**src/rtl/result_collector_multi_pkg.sv**
```systemverilog
// Shared helpers for the multi-channel result collector: sizing functions and
// the FIFO entry layout, which is {channel, sum, count} from MSB to LSB.
package collector_pkg;

  function automatic int clog2(input int value);
    int r;
    int v;
    r = 0;
    v = 1;
    while (v < value) begin
      v = v << 1;
      r++;
    end
    return r;
  endfunction

  // A single-channel build still carries a 1-bit channel tag.
  function automatic int tag_width(input int num_channels);
    return (num_channels > 1) ? clog2(num_channels) : 1;
  endfunction

  function automatic int entry_width(input int tag_w, input int sum_w, input int count_w);
    return tag_w + sum_w + count_w;
  endfunction

endpackage

```
**src/rtl/result_collector_multi_if.sv**
```systemverilog
// Bundle of pipeline-side and readout-side signals of the result collector.
// The master view belongs to the collector, the slave view to its environment.
interface result_collector_multi_if
  import collector_pkg::*;
#(
  parameter int NUM_CHANNELS = 4,
  parameter int SUM_WIDTH    = 48,
  parameter int COUNT_WIDTH  = 13,
  parameter int DEPTH_LOG2   = 5
);
  localparam int TAG_W = tag_width(NUM_CHANNELS);

  logic [NUM_CHANNELS-1:0]             chanAvailable;
  logic [NUM_CHANNELS-1:0]             chanGrab;
  logic [NUM_CHANNELS*SUM_WIDTH-1:0]   chanSum;
  logic [NUM_CHANNELS*COUNT_WIDTH-1:0] chanCount;
  logic                                grabResults;
  logic                                resultsAvailable;
  logic [SUM_WIDTH-1:0]                pcoeffSum;
  logic [COUNT_WIDTH-1:0]              pcoeffCount;
  logic [TAG_W-1:0]                    resultChannel;
  logic [DEPTH_LOG2:0]                 grabsOutstanding;

  modport master (
    input  chanAvailable, chanSum, chanCount, grabResults,
    output chanGrab, resultsAvailable, pcoeffSum, pcoeffCount, resultChannel, grabsOutstanding
  );

  modport slave (
    output chanAvailable, chanSum, chanCount, grabResults,
    input  chanGrab, resultsAvailable, pcoeffSum, pcoeffCount, resultChannel, grabsOutstanding
  );
endinterface

```
**src/rtl/result_collector_multi_fifo.sv**
```systemverilog
// Show-ahead FIFO: the head entry is visible on rd_data while not empty and
// reads as zero when empty; rd_en pops it.
module collector_fifo #(
  parameter int WIDTH      = 8,
  parameter int DEPTH_LOG2 = 5
) (
  input  logic                  clk,
  input  logic                  rst,
  input  logic                  wr_en,
  input  logic [WIDTH-1:0]      wr_data,
  input  logic                  rd_en,
  output logic [WIDTH-1:0]      rd_data,
  output logic                  empty,
  output logic [DEPTH_LOG2:0]   usedw
);
  localparam int DEPTH = 1 << DEPTH_LOG2;

  logic [WIDTH-1:0]      mem_q [DEPTH];
  logic [DEPTH_LOG2-1:0] wr_ptr_q, wr_ptr_d;
  logic [DEPTH_LOG2-1:0] rd_ptr_q, rd_ptr_d;
  logic [DEPTH_LOG2:0]   usedw_q, usedw_d;
  logic                  do_wr, do_rd;

  always_comb begin
    do_wr    = wr_en && (usedw_q != (DEPTH_LOG2+1)'(DEPTH));
    do_rd    = rd_en && (usedw_q != '0);
    wr_ptr_d = do_wr ? wr_ptr_q + DEPTH_LOG2'(1) : wr_ptr_q;
    rd_ptr_d = do_rd ? rd_ptr_q + DEPTH_LOG2'(1) : rd_ptr_q;
    usedw_d  = usedw_q;
    if (do_wr && !do_rd) begin
      usedw_d = usedw_q + (DEPTH_LOG2+1)'(1);
    end else if (!do_wr && do_rd) begin
      usedw_d = usedw_q - (DEPTH_LOG2+1)'(1);
    end
  end

  always_ff @(posedge clk or negedge rst) begin
    if (!rst) begin
      wr_ptr_q <= '0;
      rd_ptr_q <= '0;
      usedw_q  <= '0;
    end else begin
      wr_ptr_q <= wr_ptr_d;
      rd_ptr_q <= rd_ptr_d;
      usedw_q  <= usedw_d;
    end
  end

  // Storage is left out of reset so it can map onto RAM.
  always_ff @(posedge clk) begin
    if (do_wr) begin
      mem_q[wr_ptr_q] <= wr_data;
    end
  end

  assign empty   = (usedw_q == '0);
  assign usedw   = usedw_q;
  assign rd_data = empty ? '0 : mem_q[rd_ptr_q];
endmodule

```
**src/rtl/result_collector_multi.sv**
```systemverilog
// Round-robin, interval-paced result grabber over NUM_CHANNELS pipelines; a
// credit counter reserves FIFO space at grab time so late data never overflows.
module result_collector_multi
  import collector_pkg::*;
#(
  parameter int NUM_CHANNELS  = 4,
  parameter int SUM_WIDTH     = 48,
  parameter int COUNT_WIDTH   = 13,
  parameter int DEPTH_LOG2    = 5,
  parameter int GRAB_INTERVAL = 8,
  parameter int DATA_LATENCY  = 8
) (
  input logic                      clk,
  input logic                      rst,
  result_collector_multi_if.master bus
);
  localparam int TAG_W   = tag_width(NUM_CHANNELS);
  localparam int RETRY_W = clog2(GRAB_INTERVAL);
  localparam int CRED_W  = DEPTH_LOG2 + 1;
  localparam int ENTRY_W = entry_width(TAG_W, SUM_WIDTH, COUNT_WIDTH);
  localparam logic [CRED_W-1:0]  CRED_MAX   = CRED_W'(1 << DEPTH_LOG2);
  localparam logic [RETRY_W-1:0] RETRY_LAST = RETRY_W'(GRAB_INTERVAL - 1);
  localparam logic [TAG_W-1:0]   CHAN_LAST  = TAG_W'(NUM_CHANNELS - 1);

  logic [CRED_W-1:0]       credits_q, credits_d;
  logic [RETRY_W-1:0]      retry_cnt_q, retry_cnt_d;
  logic [TAG_W-1:0]        rr_ptr_q, rr_ptr_d;
  logic                    tag_vld_q [DATA_LATENCY];
  logic                    tag_vld_d [DATA_LATENCY];
  logic [TAG_W-1:0]        tag_chan_q [DATA_LATENCY];
  logic [TAG_W-1:0]        tag_chan_d [DATA_LATENCY];
  logic [NUM_CHANNELS-1:0] eligible;
  logic [NUM_CHANNELS-1:0] grab_vec;
  logic [TAG_W-1:0]        grant;
  logic                    found;
  logic                    issue;
  logic                    fifo_pop;
  logic                    fifo_empty;
  logic [CRED_W-1:0]       fifo_usedw;
  logic [TAG_W-1:0]        wr_chan;
  logic [ENTRY_W-1:0]      fifo_wdata, fifo_rdata;

  // The cooldown masks a channel whose available flag is still stale after a grab.
  for (genvar gi = 0; gi < NUM_CHANNELS; gi++) begin : g_chan
    logic [RETRY_W-1:0] cooldown_q, cooldown_d;

    always_comb begin
      cooldown_d = cooldown_q;
      if (grab_vec[gi]) begin
        cooldown_d = RETRY_LAST;
      end else if (cooldown_q != '0) begin
        cooldown_d = cooldown_q - RETRY_W'(1);
      end
    end

    always_ff @(posedge clk or negedge rst) begin
      if (!rst) begin
        cooldown_q <= '0;
      end else begin
        cooldown_q <= cooldown_d;
      end
    end

    assign eligible[gi] = bus.chanAvailable[gi] && (cooldown_q == '0);
  end

  always_comb begin
    int idx;
    idx   = 0;
    found = 1'b0;
    grant = '0;
    for (int k = 0; k < NUM_CHANNELS; k++) begin
      idx = int'(rr_ptr_q) + k;
      if (idx >= NUM_CHANNELS) begin
        idx = idx - NUM_CHANNELS;
      end
      if (!found && eligible[idx]) begin
        found = 1'b1;
        grant = TAG_W'(idx);
      end
    end
    // Gating by rst keeps chanGrab low while the block is held in reset.
    issue    = rst && found && (retry_cnt_q == '0) && (credits_q != '0);
    grab_vec = issue ? (NUM_CHANNELS'(1) << grant) : '0;
  end

  always_comb begin
    retry_cnt_d = (retry_cnt_q == RETRY_LAST) ? '0 : retry_cnt_q + RETRY_W'(1);
    rr_ptr_d    = rr_ptr_q;
    if (issue) begin
      rr_ptr_d = (grant == CHAN_LAST) ? '0 : grant + TAG_W'(1);
    end
    credits_d = credits_q;
    if (issue && !fifo_pop) begin
      credits_d = credits_q - CRED_W'(1);
    end else if (!issue && fifo_pop) begin
      credits_d = credits_q + CRED_W'(1);
    end
    tag_vld_d[0]  = issue;
    tag_chan_d[0] = grant;
    for (int i = 1; i < DATA_LATENCY; i++) begin
      tag_vld_d[i]  = tag_vld_q[i-1];
      tag_chan_d[i] = tag_chan_q[i-1];
    end
  end

  always_ff @(posedge clk or negedge rst) begin
    if (!rst) begin
      credits_q   <= CRED_MAX;
      retry_cnt_q <= '0;
      rr_ptr_q    <= '0;
      for (int i = 0; i < DATA_LATENCY; i++) begin
        tag_vld_q[i]  <= 1'b0;
        tag_chan_q[i] <= '0;
      end
    end else begin
      credits_q   <= credits_d;
      retry_cnt_q <= retry_cnt_d;
      rr_ptr_q    <= rr_ptr_d;
      for (int i = 0; i < DATA_LATENCY; i++) begin
        tag_vld_q[i]  <= tag_vld_d[i];
        tag_chan_q[i] <= tag_chan_d[i];
      end
    end
  end

  // The emerging tag selects which channel bus is captured this cycle.
  assign wr_chan    = tag_chan_q[DATA_LATENCY-1];
  assign fifo_wdata = {wr_chan,
                       bus.chanSum[int'(wr_chan)*SUM_WIDTH +: SUM_WIDTH],
                       bus.chanCount[int'(wr_chan)*COUNT_WIDTH +: COUNT_WIDTH]};
  assign fifo_pop   = bus.grabResults && !fifo_empty;

  collector_fifo #(
    .WIDTH      (ENTRY_W),
    .DEPTH_LOG2 (DEPTH_LOG2)
  ) u_fifo (
    .clk     (clk),
    .rst     (rst),
    .wr_en   (tag_vld_q[DATA_LATENCY-1]),
    .wr_data (fifo_wdata),
    .rd_en   (fifo_pop),
    .rd_data (fifo_rdata),
    .empty   (fifo_empty),
    .usedw   (fifo_usedw)
  );

  assign bus.chanGrab         = grab_vec;
  assign bus.resultsAvailable = (fifo_usedw != '0);
  assign {bus.resultChannel, bus.pcoeffSum, bus.pcoeffCount} = fifo_rdata;
  assign bus.grabsOutstanding = CRED_MAX - credits_q;
endmodule
```
**src/flat_wrapper.sv**
```systemverilog
// flat-port wrapper written by rule: the top's interface ports become plain ports
module result_collector_multi_flat import collector_pkg::*;
#(
  parameter int NUM_CHANNELS  = 4,
  parameter int SUM_WIDTH     = 48,
  parameter int COUNT_WIDTH   = 13,
  parameter int DEPTH_LOG2    = 5,
  parameter int GRAB_INTERVAL = 8,
  parameter int DATA_LATENCY  = 8
)
  (clk, rst, bus_chanAvailable, bus_chanSum, bus_chanCount, bus_grabResults, bus_chanGrab, bus_resultsAvailable, bus_pcoeffSum, bus_pcoeffCount, bus_resultChannel, bus_grabsOutstanding);
  result_collector_multi_if #(.NUM_CHANNELS(NUM_CHANNELS), .SUM_WIDTH(SUM_WIDTH), .COUNT_WIDTH(COUNT_WIDTH), .DEPTH_LOG2(DEPTH_LOG2)) bus_i ();
  input logic clk;
  input logic rst;
  input wire logic [$bits(bus_i.chanAvailable)-1:0] bus_chanAvailable;
  input wire logic [$bits(bus_i.chanSum)-1:0] bus_chanSum;
  input wire logic [$bits(bus_i.chanCount)-1:0] bus_chanCount;
  input wire logic [$bits(bus_i.grabResults)-1:0] bus_grabResults;
  output wire logic [$bits(bus_i.chanGrab)-1:0] bus_chanGrab;
  output wire logic [$bits(bus_i.resultsAvailable)-1:0] bus_resultsAvailable;
  output wire logic [$bits(bus_i.pcoeffSum)-1:0] bus_pcoeffSum;
  output wire logic [$bits(bus_i.pcoeffCount)-1:0] bus_pcoeffCount;
  output wire logic [$bits(bus_i.resultChannel)-1:0] bus_resultChannel;
  output wire logic [$bits(bus_i.grabsOutstanding)-1:0] bus_grabsOutstanding;
  assign bus_i.chanAvailable = bus_chanAvailable;
  assign bus_i.chanSum = bus_chanSum;
  assign bus_i.chanCount = bus_chanCount;
  assign bus_i.grabResults = bus_grabResults;
  assign bus_chanGrab = bus_i.chanGrab;
  assign bus_resultsAvailable = bus_i.resultsAvailable;
  assign bus_pcoeffSum = bus_i.pcoeffSum;
  assign bus_pcoeffCount = bus_i.pcoeffCount;
  assign bus_resultChannel = bus_i.resultChannel;
  assign bus_grabsOutstanding = bus_i.grabsOutstanding;
  result_collector_multi #(.NUM_CHANNELS(NUM_CHANNELS), .SUM_WIDTH(SUM_WIDTH), .COUNT_WIDTH(COUNT_WIDTH), .DEPTH_LOG2(DEPTH_LOG2), .GRAB_INTERVAL(GRAB_INTERVAL), .DATA_LATENCY(DATA_LATENCY)) u_core (.clk(clk), .rst(rst), .bus(bus_i));
endmodule
```
**config.mk**
```make
export PLATFORM = sky130hd
export DESIGN_NAME = result_collector_multi_flat
export DESIGN_NICKNAME = d
export VERILOG_FILES = /design/src/rtl/result_collector_multi_pkg.sv /design/src/rtl/result_collector_multi_if.sv /design/src/rtl/result_collector_multi_fifo.sv /design/src/rtl/result_collector_multi.sv /design/src/flat_wrapper.sv
export SDC_FILE = /design/constraint.sdc
export NUM_CORES = 2
export LEC_CHECK = 0
export BUFFER_PORTS_ARGS = -buffer_cell sky130_fd_sc_hd__buf_2
export CAP_MARGIN = 20
export CORE_MARGIN = 5
export CORE_UTILIZATION = 60
export DETAILED_ROUTE_END_ITERATION = 16
export PLACE_DENSITY = 0.77
export SLEW_MARGIN = 15
export SYNTH_ARGS = -nofsm -noshare
export SYNTH_HDL_FRONTEND = slang
export SYNTH_SLANG_ARGS = --single-unit
```
**constraint.sdc**
```tcl
create_clock -name clk -period 5.7 [get_ports clk]
set_clock_uncertainty 0.1 [all_clocks]
set_input_delay 0.285 -clock clk [delete_from_list [all_inputs] [get_ports clk]]
set_output_delay 0.285 -clock clk [all_outputs]
set_load 0.02 [all_outputs]
```
==> flow_summary_export.csv <==
group,metric,value,unit
setup_path,critical_path_class,"register to output port",
timing,min_period,4580,ps
timing,rsz0062_at_grt,"false",
setup_path,crit_chain,"buf_12, buf_4, mux4_2, a211oi_1, nor3_1, buf_2",
synthesis,synth.distinct_cells,59,
timing,fin_setup_tns,0,ps
setup_path,start_kind,"register",
global_route,antenna_found_initial,3,
finish,area_growth_syn_to_layout,13.2,%
synthesis,synth_nets,3916,
power,power_frac_seq,0.416,
synthesis,synth.top_cell.area_share,0.746,
timing,tightest_slew,1150,ps
power,leakage,29.9,nW
route,dr.pass1.iters,6,
finish,fillers,7975,
setup_path,end_kind,"output port",
place,dp_hpwl,109000,um
synthesis,synthCells,3632,
route,post_drt_wl_per_cell,33.5,um
timing,layout_worst_path_cycle_share,0.803,
power,p_sw_frac,0.323,
clocking,clockBufferDepth,3,
finish,layout.cells.non_filler,5995,
clocking,cts_tree,"built",
route,drtAntennaViolNets,0,
timing,max_freq,218,MHz
finish,fin_util,0.680,
place,dp_slack,1930,ps
synthesis,synth-seq-area-share,0.766,
setup_path,cp.arrival,4190,ps
run,cap_viol_max_count,0,
route,via_per_inst,6.89,
finish,drive_above_1_share,0.292,
setup_path,cpMaxStageDelayCell,"dfrtp_4",
setup_path,cp.buffers_inverters,3,
hold_path,min_path_type,"input port to async pin",
die,row_count,135,
finish,multi_input_area,17900,um^2
synthesis,synth-async-reset-ratio,0.0303,
die,start_util,0.601,
global_route,grt_pass1_vias,42100,
die,fp.dieW,378,um
synthesis,ys_warn_count,0,
die,fp.dieH,378,um
clocking,htreeDepth,4,
finish,antenna_cells,0,
global_route,track_usage,0.284,
timing,slew_headroom,0.231,
place,io_buffers,324,
global_route,grt_overflow,0,
power,p_sw,0.0154,W
finish,nNetsFinal,4334,
route,post-route-drc-count,0,
timing,hold_violations,0,
route,vias,41300,
power,power.internal,0.0323,W
clocking,cts-root-buf,"clkbuf_16",
global_route,grt_pass1_wl,290000,um
power,power_frac_clock,0.270,
power,max-vdd-ir-drop,0.000517,V
setup_path,slowest_delay,970,ps
synthesis,synth_flop_cell,"edfxtp_1",
die,coreArea,135000,um^2
synthesis,synthesis.area,81100,um^2
synthesis,synth_seq_cells,2079,
clocking,post_cts_buffers,0,
synthesis,syn_area_per_cell,22.3,um^2
clocking,cts_resized,0,
die,die_area,143000,um^2
power,combPwrFrac,0.313,
setup_path,crit_required,5320,ps
place,dp_cells,5623,
clocking,clock_sinks,2079,
timing,setup_slack,1120,ps
power,cellPowerDensity,520,nW/um^2
timing,finalSetupViolations,0,
run_status,status,"finished, final reports clean",
route,routed_wl,201000,um
clocking,cts_made_buffers,197,
finish,final-seq-area,62100,um^2
synthesis,synth_edf_count,2016,
timing,slew_viol_final,0,
synthesis,synth_top_area_cell,"edfxtp_1",
place,gp_congestion,0.809,
clocking,clock_latency,840,ps
die,io-pin-count,325,
route,drtIter0Drc,5910,
synthesis,synthTopCellsByArea,"edfxtp_1, mux4_2, mux2i_1, dfrtp_1, a22o_1",
setup_path,cp_max_fo,44,
global_route,grt_max_degree,95,
setup_path,crit_family,"flip-flops",
clocking,clk_pin_slew,60,ps
area by class of cell:
type | instances | area share
clock inverter | 111 | 0.0118
inverter | 23 | 0.000954
multi-input combinational | 1313 | 0.195
sequential | 2079 | 0.677
tap | 1781 | 0.0243
clock buffer | 252 | 0.0579
timing repair buffer | 436 | 0.0334
layer usage:
layer  vias to the layer above  part of all wire  GRT usage
met1                     21600              0.36      0.394
li1                      16400                 -          -
met5                         -                 0          0
met4                         0             0.037      0.104
met2                      2849              0.49      0.460
met3                       418              0.11     0.0565
through the flow:
step	total power [W]	hold slack (ps)	instance area (um^2)
5_1_grt	0.0495	202	91800
2_1_floorplan	0.0301	-111	81100
3_3_place_gp	0.0348	232	85200
3_5_place_dp	0.0351	236	85300
6_report	0.0478	101	91800
4_1_cts	0.0479	47.3	91700
synth_stat cells (all sizes together), types with 31 or more instances:
library cell	n
a22o	98
a211oi	98
nor2	62
edfxtp	2016
mux2i	210
nor3	52
ha	31
buf	137
dfrtp	62
o221ai	98
clkbuf	80
mux4	480
final timing paths:
path	startpoint	end	slack [ps]	depth (start not counted)
min	rst	u_core.retry_cnt_q[2]	100	3
min reg2reg	u_core.tag_vld_d[3]	u_core.tag_vld_d[2]	240	0
max reg2reg	u_core.u_fifo.usedw[1]	u_core.u_fifo.mem_q[20][45]	1960	5
min in group clk	bus_chanAvailable[1]	u_core.tag_chan_d[12]	100	5
max in group asynchronous	rst	u_core.u_fifo.rd_ptr_q[0]	4720	3
max	u_core.u_fifo.rd_ptr_q[0]	bus_pcoeffSum[47]	1120	6
layout by cell type (no fill, tap or decap), drive strengths merged, types with 62 or more instances in the layout:
cell type and instances:
edfxtp 2016, mux4 480, buf 430, clkbuf 252, mux2i 210, a22o 98
o221ai 98, a211oi 98, clkinv 89, dfrtp 62, nor2 62
sequential cells by signal, indices dropped and copies added (netlist names):
register / flops
u_core.credits_q: 6
u_core.g_chan.cooldown_q: 12
u_core.retry_cnt_q: 3
u_core.rr_ptr_q: 2
u_core.tag_chan_d: 14
u_core.tag_vld_d: 7
u_core.tag_vld_q: 1
u_core.u_fifo.mem_q: 2016
u_core.u_fifo.rd_ptr_q: 5
u_core.u_fifo.usedw: 6
u_core.u_fifo.wr_ptr_q: 5
u_core.wr_chan: 2
logic make-up after synthesis:
group           count (synthesis)  share of synthesized area
compound gates                376                     0.0380
flops                        2079                      0.766
xor+xnor                       24                    0.00259
buf+inv                       240                     0.0171
simple gates                  187                     0.0116
fa+ha+maj                      33                    0.00528
mux                           693                      0.160
power by group through the flow:
stage	clock [W]	combinational (W)	sequential (W)
finish	0.0129	0.0150	0.0199
global route	0.0137	0.0158	0.0199
CTS	0.0130	0.0150	0.0199
detailed placement	0	0.0149	0.0202
global placement	0	0.0146	0.0201
floorplan	0	0.0103	0.0198
worst min-delay path: stages:
cell and delay, ps:
dlygate4sd3_1 520, buf_2 110, buf_4 640
what timing repair did:
action	CTS	global route
hold buffers	6	0
setup endpoints to repair	0	0
endpoints found under the hold margin	70	0
No activity file was read; power rests on OpenSTA's default activity.
